[src/rtl/mmio_bus_arbiter.sv]
// Two-requester round-robin arbiter in front of a single MMIO bus port.
// Each granted transaction is IDLE -> ACCESS (one bus strobe) -> RESP (done pulse).
module mmio_bus_arbiter #(
  parameter int ADDR_W = 21,
  parameter int DATA_W = 32
) (
  input  logic              clk,
  input  logic              reset,
  input  logic              m0_req,
  input  logic              m0_wr,
  input  logic [ADDR_W-1:0] m0_addr,
  input  logic [DATA_W-1:0] m0_wr_data,
  output logic              m0_done,
  output logic [DATA_W-1:0] m0_rd_data,
  input  logic              m1_req,
  input  logic              m1_wr,
  input  logic [ADDR_W-1:0] m1_addr,
  input  logic [DATA_W-1:0] m1_wr_data,
  output logic              m1_done,
  output logic [DATA_W-1:0] m1_rd_data,
  output logic              mmio_cs,
  output logic              mmio_wr,
  output logic              mmio_rd,
  output logic [ADDR_W-1:0] mmio_addr,
  output logic [DATA_W-1:0] mmio_wr_data,
  input  logic [DATA_W-1:0] mmio_rd_data,
  output logic              owner
);

  typedef enum logic [1:0] {
    IDLE   = 2'd0,
    ACCESS = 2'd1,
    RESP   = 2'd2
  } state_t;

  state_t            state;
  state_t            state_nxt;
  logic              take;
  logic              grant;
  logic              lat_wr;
  logic [ADDR_W-1:0] lat_addr;
  logic [DATA_W-1:0] lat_wr_data;

  // Bus strobes and done pulses decode only from state and latched registers,
  // so no requester input reaches the bus combinationally.
  always_comb begin
    state_nxt = state;
    take      = 1'b0;
    grant     = owner;
    mmio_cs   = 1'b0;
    mmio_wr   = 1'b0;
    mmio_rd   = 1'b0;
    m0_done   = 1'b0;
    m1_done   = 1'b0;
    case (state)
      IDLE: begin
        if (m0_req || m1_req) begin
          take      = 1'b1;
          state_nxt = ACCESS;
          grant     = (m0_req && m1_req) ? ~owner : m1_req;
        end
      end
      ACCESS: begin
        state_nxt = RESP;
        mmio_cs   = 1'b1;
        mmio_wr   = lat_wr;
        mmio_rd   = ~lat_wr;
      end
      RESP: begin
        state_nxt = IDLE;
        m0_done   = ~owner;
        m1_done   = owner;
      end
      default: state_nxt = IDLE;
    endcase
  end

  assign mmio_addr    = lat_addr;
  assign mmio_wr_data = lat_wr_data;

  // owner resets to 1 so requester 0 wins the first tie.
  always_ff @(posedge clk or negedge reset) begin
    if (!reset) begin
      state       <= IDLE;
      owner       <= 1'b1;
      lat_wr      <= 1'b0;
      lat_addr    <= '0;
      lat_wr_data <= '0;
    end else begin
      state <= state_nxt;
      if (take) begin
        owner       <= grant;
        lat_wr      <= grant ? m1_wr : m0_wr;
        lat_addr    <= grant ? m1_addr : m0_addr;
        lat_wr_data <= grant ? m1_wr_data : m0_wr_data;
      end
    end
  end

  // Read data is captured at the end of the strobe cycle into the winner's register only.
  always_ff @(posedge clk or negedge reset) begin
    if (!reset) begin
      m0_rd_data <= '0;
      m1_rd_data <= '0;
    end else if (state == ACCESS && !lat_wr) begin
      if (owner) m1_rd_data <= mmio_rd_data;
      else       m0_rd_data <= mmio_rd_data;
    end
  end

endmodule
[config.mk]
export PLATFORM = sky130hd
export DESIGN_NAME = mmio_bus_arbiter
export DESIGN_NICKNAME = d
export VERILOG_FILES = /design/src/rtl/mmio_bus_arbiter.sv
export SDC_FILE = /design/constraint.sdc
export NUM_CORES = 1
export LEC_CHECK = 0
export BUFFER_PORTS_ARGS = -buffer_cell sky130_fd_sc_hd__clkbuf_2
export CAP_MARGIN = 15
export CORE_ASPECT_RATIO = 1.2
export CORE_UTILIZATION = 47
export DETAILED_ROUTE_END_ITERATION = 10
export PLACE_DENSITY_LB_ADDON = 0.15
export SYNTH_ARGS = -nofsm -noshare
export SYNTH_HDL_FRONTEND = slang
export SYNTH_SLANG_ARGS = --single-unit
[constraint.sdc]
create_clock -name clk -period 2.05 [get_ports clk]
set_input_delay 0.1025 -clock clk [delete_from_list [all_inputs] [get_ports clk]]
set_output_delay 0.1025 -clock clk [all_outputs]
set_load 0.05 [all_outputs]
==> impl_metrics.env, run 1 <==
export IMPL_drcViolationCount=0
export IMPL_arrival_ns=1.77
export IMPL_io_pins=267
export IMPL_timing_fmax_ghz=0.535
export IMPL_syn_area_sq_um=5880
export IMPL_required_ns=1.95
export IMPL_slew_limit_headroom_pct=65.2
export IMPL_drive_gt1_share_pct=50.2
export IMPL_antenna_found_initial=1
export IMPL_report_final_setup_viol=0
export IMPL_die_w_microns=104
export IMPL_synth_edf_count=0
export IMPL_place_ws_ns=0.269
export IMPL_slowest_delay_ns=0.61
export IMPL_post_cts_setup_buffers=0
export IMPL_rows=44
export IMPL_drt_iter0_drc=369
export IMPL_final_cell_mix="265 x clkbuf_2, 141 x dlygate4sd3_1, 120 x dfrtp_1"
export IMPL_leakage_nw=4.25
export IMPL_vias_per_cell=5.69
export IMPL_cts_tree="yes"
export IMPL_hold_viol_final=0
export IMPL_cts_root_buffer="clkbuf_16"
export IMPL_hold_path_class="input pin to async pin"
export IMPL_setup_ws_ns=0.180
export IMPL_ant_nets=0
export IMPL_synth_seq_cells=121
export IMPL_end_kind="output port"
export IMPL_ff2ff_path_depth=4
export IMPL_crit_slowest_cell="dfstp_2"
export IMPL_synth_compound_gate_area_share_pct=28.4
export IMPL_max_cap_violations=0
export IMPL_coreArea_sq_um=12200
export IMPL_post_dp_hpwl_mm=12.1
export IMPL_setup_tns_final_ns=0
export IMPL_placed_cells=870
export IMPL_powerDensity_nw_per_um2=1910
export IMPL_grt_pass1_wl_mm=33.1
export IMPL_drv_slew=0
export IMPL_synthXorXnorAreaFrac_pct=0
export IMPL_die_area_sq_um=13000
export IMPL_path_max_fanout=20
export IMPL_cts_repair_resized=0
export IMPL_whs_ns=0.213
export IMPL_grt_max_degree=45
export IMPL_path_class="register to output port"
export IMPL_initial_core_util_pct=48.3
export IMPL_synthSimpleGateAreaFrac_pct=2.00
export IMPL_clock_skew_ns=0.00851
export IMPL_clk_pin_slew_ns=0.06
export IMPL_wire_per_inst_microns=19.5
export IMPL_synth_top_family_by_area="compound AO/OA/AOI/OAI gates"
export IMPL_cts_sinks=121
export IMPL_syn_inst=481
export IMPL_fin_crit_ns=1.87
export IMPL_rsz0062_at_grt="no"
export IMPL_vdd_drop_max_v=0.00110
export IMPL_synth_cell_types=24
export IMPL_crit_chain="inv_2, nor3b_2, clkbuf_2"
export IMPL_overflow=0
export IMPL_insertion_delay_ns=0.40
export IMPL_syn_nets=625
export IMPL_final_cells=1044
export IMPL_cts_made_buffers=17
export IMPL_syn_area_per_cell_sq_um=12.2
export IMPL_crit_path_start_kind="register"
export IMPL_ys_seq_area_share_pct=51.5
export IMPL_stdcell_area_sq_um=9420
export IMPL_synth_flop_cell="dfrtp_1"
export IMPL_grt_pass1_vias=6287
export IMPL_drt_wl_total_mm=20.3
export IMPL_cts_buffer_depth=2
export IMPL_portBuffers=266
export IMPL_place_congestion=0.848
export IMPL_outcome="finished, final reports clean"
export IMPL_hold_buffers=141
export IMPL_synthMuxAreaShare_pct=12.3
export IMPL_dr_pass1_iters=4
export IMPL_layout_nets=1013
export IMPL_via_count=5941
export IMPL_area_growth_pct=60.2
export IMPL_layout_commonest_cell="clkbuf_2"
export IMPL_synth_fa_ha_area_share_pct=0
export IMPL_yosysWarnings=0
export IMPL_async_flop_share_pct=100
export IMPL_tightest_slew_ns=0.522
export IMPL_die_height_microns=125
export IMPL_track_usage_pct=32.4
export IMPL_finalCritPeriodShare_pct=91.2
export IMPL_dpl_cell_area_sq_um=7360
export IMPL_cts_htree_levels=4
==> cell usage after synthesis (4+ instances only) <==
library cell	n	area share (%)
clkbuf_1	24	1.5
dfrtp_1	120	51
and2_1	4	0.43
nor3b_1	4	0.51
buf_4	7	0.89
buf_2	17	1.4
o211ai_1	59	7.5
o211ai_2	49	10
buf_1	6	0.38
a21oi_1	54	4.6
buf_6	7	1.3
mux2_2	60	11
a31oi_1	54	5.7
mux2_1	4	0.77
==> sequential cells by signal (all words and copies together) (netlist names), named ones only <==
signal / flops
lat_wr: 1
m0_rd_data: 32
mmio_addr: 21
m1_rd_data: 32
state: 2
mmio_wr_data: 32
==> final cells by class <==
| class | count | area [sq um] |
|---|---|---|
| flip-flops and latches | 121 | 3030 |
| repair buffers | 432 | 3000 |
| fillers | 752 | 2750 |
| multi-input cells | 296 | 2540 |
| clock buffers | 20 | 457 |
| well taps | 161 | 201 |
| clock inverters | 12 | 188 |
| inverters | 1 | 3.75 |
| diodes | 1 | 2.50 |
==> cell families (layout without fill, tap and decap cells) <==
logic type | count (synthesis) | in the layout
other cells | 0 | 1
flops | 121 | 121
compound gates | 217 | 217
mux | 64 | 64
simple gates | 15 | 15
buf+inv | 64 | 465
==> report_power, final <==
group	switching [mW]	total [mW]	leakage, nW	internal [mW]
logic	7.47	10.4	2.53	2.91
registers	0.760	4.39	1.41	3.63
clock network	1.11	3.22	0.308	2.12
==> path summary, 6_finish.rpt <==
path | startpoint | endpoint | slack, ns
max reg2reg | register | m0_rd_data[9]$_DFFE_PN0P_ | 0.26
max in group asynchronous | reset | m1_rd_data[2]$_DFFE_PN0P_ | 1.15
min in group clk | m1_req | mmio_addr[8]$_DFFE_PN0P_ | 0.36
max | register | m1_done | 0.18
min | reset | m0_rd_data[11]$_DFFE_PN0P_ | 0.21
min reg2reg | m1_rd_data[14]$_DFFE_PN0P_ | m1_rd_data[14]$_DFFE_PN0P_ | 0.49
==> routing by layer <==
layer / track usage, % / vias to the layer above / wire (microns)
met5: 0 / - / 0
met4: 16.1 / 0 / 826
met3: 7.12 / 73 / 1300
met2: 56.3 / 339 / 10500
met1: 37.7 / 2892 / 7660
li1: - / 2637 / -
==> worst max-delay path: cells and delay by family, from the launching register on <==
kind	cells	cell delay, ns
flops	1	0.61
simple gates	1	0.22
buf+inv	2	0.53
==> metrics by stage <==
stage                     utilization [%]  total power [mW]
after CTS                            77.4              17.9
after global routing                 77.4              18.8
final                                77.4              18.0
after floorplan                         -              12.0
after detailed placement             60.5              14.5
after global placement               60.5              14.2
Note: power is estimated with default switching activity, not from simulation.
==> inputs of run 2 (changes only) <==
--- a/config.mk
+++ b/config.mk
@@ -11,6 +11,7 @@
 export CORE_UTILIZATION = 47
 export DETAILED_ROUTE_END_ITERATION = 10
 export PLACE_DENSITY_LB_ADDON = 0.15
+export SLEW_MARGIN = 20
 export SYNTH_ARGS = -nofsm -noshare
 export SYNTH_HDL_FRONTEND = slang
 export SYNTH_SLANG_ARGS = --single-unit
==> constraint.sdc (replaced) <==
create_clock -name clk -period 2.05 [get_ports clk]
set_input_delay 0.41 -clock clk [delete_from_list [all_inputs] [get_ports clk]]
set_output_delay 0.41 -clock clk [all_outputs]
set_load 0.05 [all_outputs]
==> run 2 against run 1 <==
  * Core utilization down 11 points
  * Critical endpoint is now mmio_wr
  * Critical path type unchanged
  * Largest cell class unchanged
  * Register-to-register slack about the same
  * Final cell count down 13%
  * Global-route usage down 4.9 points
  * Flip-flop and latch count unchanged
  * Largest power group unchanged
==> impl_metrics.env, run 2 (synthesis gave the netlist of run 1 again) <==
export IMPL_layout_nets=874
export IMPL_area_growth_pct=36.9
export IMPL_dr_pass1_iters=4
export IMPL_final_core_util_pct=66.1
export IMPL_slew_limit_headroom_pct=53.2
export IMPL_overflow=0
export IMPL_track_usage_pct=27.5
export IMPL_outcome="finished, final reports clean"
export IMPL_path_max_fanout=6
export IMPL_timing_fmax_ghz=0.510
export IMPL_io_pins=267
export IMPL_end_kind="output port"
export IMPL_rsz0062_at_grt="no"
export IMPL_cts_tree="yes"
export IMPL_drt_wl_total_mm=17.3
export IMPL_cts_buffer_depth=2
export IMPL_clk_pin_slew_ns=0.06
export IMPL_layout_commonest_cell="clkbuf_2"
export IMPL_cts_htree_levels=4
export IMPL_drcViolationCount=0
export IMPL_ant_nets=0
export IMPL_wire_per_inst_microns=19.2
export IMPL_path_class="register to output port"
export IMPL_grt_pass1_vias=5187
export IMPL_drive_gt1_share_pct=60.0
export IMPL_required_ns=1.64
export IMPL_clock_skew_ns=0.00710
export IMPL_cts_sinks=121
export IMPL_coreArea_sq_um=12200
export IMPL_die_area_sq_um=13000
export IMPL_drv_slew=0
export IMPL_r2r_slack_ns=0.25
export IMPL_drt_iter0_drc=339
export IMPL_hold_path_class="input pin to register"
export IMPL_crit_path_start_kind="register"
export IMPL_cts_made_buffers=17
export IMPL_antennaDiodeCount=0
export IMPL_rows=44
export IMPL_grt_max_degree=55
export IMPL_portBuffers=266
export IMPL_antenna_found_initial=0
export IMPL_die_w_microns=104
export IMPL_post_dp_hpwl_mm=11.8
export IMPL_cts_root_buffer="clkbuf_16"
export IMPL_insertion_delay_ns=0.41
export IMPL_vdd_drop_max_v=0.00107
export IMPL_fin_crit_ns=1.96
export IMPL_vias_per_cell=5.75
export IMPL_arrival_ns=1.55
export IMPL_tightest_slew_ns=0.702
export IMPL_hold_viol_final=0
export IMPL_final_cells=904
export IMPL_place_congestion=0.803
export IMPL_report_final_setup_viol=0
export IMPL_via_count=5202
export IMPL_final_cell_mix="262 x clkbuf_2, 119 x dfrtp_1, 60 x mux2_2"
export IMPL_leakage_nw=3.67
export IMPL_placed_cells=871
export IMPL_initial_core_util_pct=48.3
export IMPL_grt_pass1_wl_mm=28.0
export IMPL_max_cap_violations=0
export IMPL_powerDensity_nw_per_um2=2190
export IMPL_die_height_microns=125
export IMPL_finalCritPeriodShare_pct=95.7
run 2: final timing paths:
| kind | cells after the start | to | start |
|---|---|---|---|
| min in group asynchronous | 2 | m0_rd_data[14]$_DFFE_PN0P_ | reset |
| min | 2 | m1_rd_data[14]$_DFFE_PN0P_ | mmio_rd_data[14] |
| max | 4 | mmio_wr | state[0]$_DFFE_PN0P_ |
| max reg2reg | 4 | m1_rd_data[25]$_DFFE_PN0P_ | register |
| min reg2reg | 1 | m1_rd_data[14]$_DFFE_PN0P_ | m1_rd_data[14]$_DFFE_PN0P_ |
| max in group asynchronous | 3 | async pin | reset |
run 2: final cells by class:
type | count | area [sq um]
timing repair buffer | 293 | 1650
clock inverter | 15 | 191
inverter | 1 | 6.26
multi-input combinational | 296 | 2540
tap | 161 | 201
clock buffer | 17 | 425
fill | 976 | 4120
sequential | 121 | 3030
run 2: power breakdown:
group          leakage, nW  switching, mW  internal, mW
clock                0.297           1.17          1.94
sequential            1.41          0.729          3.63
combinational         1.97           7.33          2.80
run 2: per-layer routing:
metal / up-vias / GRT usage [%] / wire length [microns]
met5: - / 0 / 0
met4: 0 / 10.3 / 417
met3: 28 / 6.44 / 1140
met2: 253 / 46.4 / 8730
met1: 2546 / 34.3 / 7060
li1: 2375 / - / -
run 2: metrics by stage:
stage	instance area [sq um]	TNS, ns	power, mW	hold slack (ns)	setup WS [ns]
finish	8050	0	17.6	0.240	0.0892
global route	8050	0	18.4	0.241	0.0258
CTS	8050	0	17.7	0.227	0.0250
detailed placement	7410	0	14.5	0.400	0.229
floorplan	5900	-0.303	12.0	0.114	-0.303
global placement	7410	0	14.3	0.395	0.269
run 2: timing repair:
| action | in CTS | in global routing |
|---|---|---|
| hold endpoints to repair | 32 | 0 |
| endpoints found under the setup margin | 2 | 2 |
| hold buffers | 1 | 0 |
| resized for setup | 3 | 2 |
| setup buffers | 0 | 0 |
run 2: critical path, cell delays in order, from the launching register on:
cell and delay, ns:
dfrtp_2 0.41, buf_4 0.18, nor2b_1 0.17, and2_1 0.14
clkbuf_4 0.23
==> inputs of run 3 (changes only) <==
--- a/config.mk
+++ b/config.mk
@@ -5,11 +5,11 @@
 export SDC_FILE = /design/constraint.sdc
 export NUM_CORES = 1
 export LEC_CHECK = 0
-export BUFFER_PORTS_ARGS = -buffer_cell sky130_fd_sc_hd__clkbuf_2
 export CAP_MARGIN = 15
-export CORE_ASPECT_RATIO = 1.2
-export CORE_UTILIZATION = 47
+export CORE_AREA = 2 2 103 105
 export DETAILED_ROUTE_END_ITERATION = 10
+export DIE_AREA = 0 0 105 107
+export DONT_BUFFER_PORTS = 1
 export PLACE_DENSITY_LB_ADDON = 0.15
 export SLEW_MARGIN = 20
 export SYNTH_ARGS = -nofsm -noshare
==> run 3 against run 2 <==
  * The run now ends with hold timing left
  * Worst hold slack got worse by 0.65 ns
  * Setup slack got worse by 0.033 ns
  * Clock-buffer cell count is 4 higher
  * Non-clock buffer count shrank 269
  * Clock skew rose by 0.0037 ns
  * Final area is 19% lower
  * Via count shrank 20%
  * Fmax is 1.6% lower
  * Sequential share of layout area is 8.6 points higher
  * Critical path type unchanged
  * Critical endpoint is now m0_done
  * Highest routed layer unchanged
==> impl_metrics.env, run 3 (synthesis gave the netlist of run 1 again) <==
export IMPL_insertion_delay_ns=0.51
export IMPL_initial_core_util_pct=58.3
export IMPL_hold_path_class="input pin to async pin"
export IMPL_rsz0062_at_grt="no"
export IMPL_via_count=4179
export IMPL_layout_nets=605
export IMPL_hold_viol_final=121
export IMPL_dr_pass1_iters=4
export IMPL_cts_root_buffer="clkbuf_8"
export IMPL_outcome="complete, but fails checks"
export IMPL_place_congestion=0.867
export IMPL_grt_pass1_wl_mm=24.3
export IMPL_slew_limit_headroom_pct=63.9
export IMPL_drv_slew=0
export IMPL_fin_crit_ns=1.99
export IMPL_vias_per_cell=6.85
export IMPL_die_area_sq_um=11200
export IMPL_overflow=0
export IMPL_clk_pin_slew_ns=0.06
export IMPL_drcViolationCount=0
export IMPL_cts_tree="yes"
export IMPL_whs_ns=-0.408
export IMPL_path_max_fanout=15
export IMPL_final_cell_mix="118 x dfrtp_1, 60 x mux2_2, 59 x o211ai_1"
export IMPL_grt_pass1_vias=4279
export IMPL_wire_per_inst_microns=25.8
export IMPL_post_dp_hpwl_mm=10.5
export IMPL_setup_ws_ns=0.0567
export IMPL_finalCritPeriodShare_pct=97.2
export IMPL_antenna_found_initial=0
export IMPL_die_w_microns=105
export IMPL_max_cap_violations=0
export IMPL_ant_nets=0
export IMPL_cts_made_buffers=17
export IMPL_grt_max_degree=122
export IMPL_required_ns=1.64
export IMPL_end_kind="output port"
export IMPL_antennaDiodeCount=0
export IMPL_cts_buffer_depth=2
export IMPL_cts_htree_levels=4
export IMPL_multi_input_area_sq_um=2550
export IMPL_tightest_slew_ns=0.541
export IMPL_portBuffers=0
export IMPL_area_growth_pct=11.4
export IMPL_path_class="register to output port"
export IMPL_drt_iter0_drc=343
export IMPL_report_final_setup_viol=0
export IMPL_crit_path_start_kind="register"
export IMPL_track_usage_pct=27.9
export IMPL_seqCellArea_sq_um=3030
export IMPL_place_ws_ns=0.229
export IMPL_arrival_ns=1.58
export IMPL_drive_gt1_share_pct=37.1
export IMPL_coreArea_sq_um=10100
export IMPL_rows=37
export IMPL_die_height_microns=107
export IMPL_dpl_cell_area_sq_um=5970
export IMPL_layout_commonest_cell="dfrtp_1"
export IMPL_violations="hold timing"
export IMPL_io_pins=267
export IMPL_stdcell_area_sq_um=6550
export IMPL_timing_fmax_ghz=0.502
export IMPL_drt_wl_total_mm=15.7
export IMPL_n_fill_cell=787
export IMPL_cts_sinks=121
export IMPL_clock_skew_ns=0.0108
## run 3: changes by cell type in the layout (fill, tap and decap cells not counted), sizes merged
cell | previous run | this run
buf | 29 | 24
clkbuf | 280 | 21
clkinv | 5 | 4
dlygate4sd3 | 1 | 0
inv | 6 | 3
## run 3: worst max-delay path: stages (launching register included)
cell and delay [ns]:
dfstp_2 0.58, buf_4 0.23, nor3b_2 0.07, buf_4 0.19
## run 3: what timing repair did
| action | in CTS | in global routing |
|---|---|---|
| buffers inserted | 0 | 0 |
| gates resized for setup | 3 | 1 |
| cloned | 0 | 0 |
| endpoints found under the setup margin | 3 | 4 |
| pin swaps | 0 | 0 |
| hold endpoints to repair | 121 | 121 |
## run 3: path summary, 6_finish.rpt
check                                      from                          to  slack, ns  cells past startpoint
min in group clk               mmio_rd_data[12]  m1_rd_data[12]$_DFFE_PN0P_       0.04                      1
setup / recovery                       register                     m0_done       0.06                      3
hold / removal                            reset  m0_rd_data[28]$_DFFE_PN0P_      -0.41                      0
hold reg to reg            state[1]$_DFFE_PN0P_        state[1]$_DFFE_PN0P_       0.63                      1
setup reg to reg           state[1]$_DFFE_PN0P_    mmio_addr[1]$_DFFE_PN0P_       0.29                      4
max in group asynchronous                 reset                   async pin       2.23                      0
## run 3: per-layer routing
metal / part of all wire (%) / vias up / GRT usage [%]
met5: 0 / - / 0
met4: 2.3 / 0 / 9.71
met2: 50 / 243 / 45.7
li1: - / 1822 / -
met3: 9.8 / 27 / 10.9
met1: 38 / 2087 / 33.9
## run 3: area by class of cell
class	instances	share of cell area (%)
Multi-Input combinational cell	296	38.9
Sequential cell	121	46.3
Timing Repair Buffer	24	3.38
Inverter	1	0.0573
Clock buffer	21	6.55
Clock inverter	11	2.24
Tap cell	136	2.60
## run 3: stage by stage
| step | instances | setup TNS [ns] | util, % | hold slack (ns) |
|---|---|---|---|---|
| 2_1_floorplan | 481 | -0.303 | - | 0.114 |
| 4_1_cts | 610 | 0 | 64.9 | -0.420 |
| 3_3_place_gp | 578 | 0 | 59.1 | 0.117 |
| 6_report | 610 | 0 | 64.9 | -0.408 |
| 3_5_place_dp | 578 | 0 | 59.1 | 0.117 |
| 5_1_grt | 610 | 0 | 64.9 | -0.438 |
Power of run 3 is left out: the tool's default activity adds up to more than one toggle a clock period on the data nets, which glitch-free logic cannot reach.
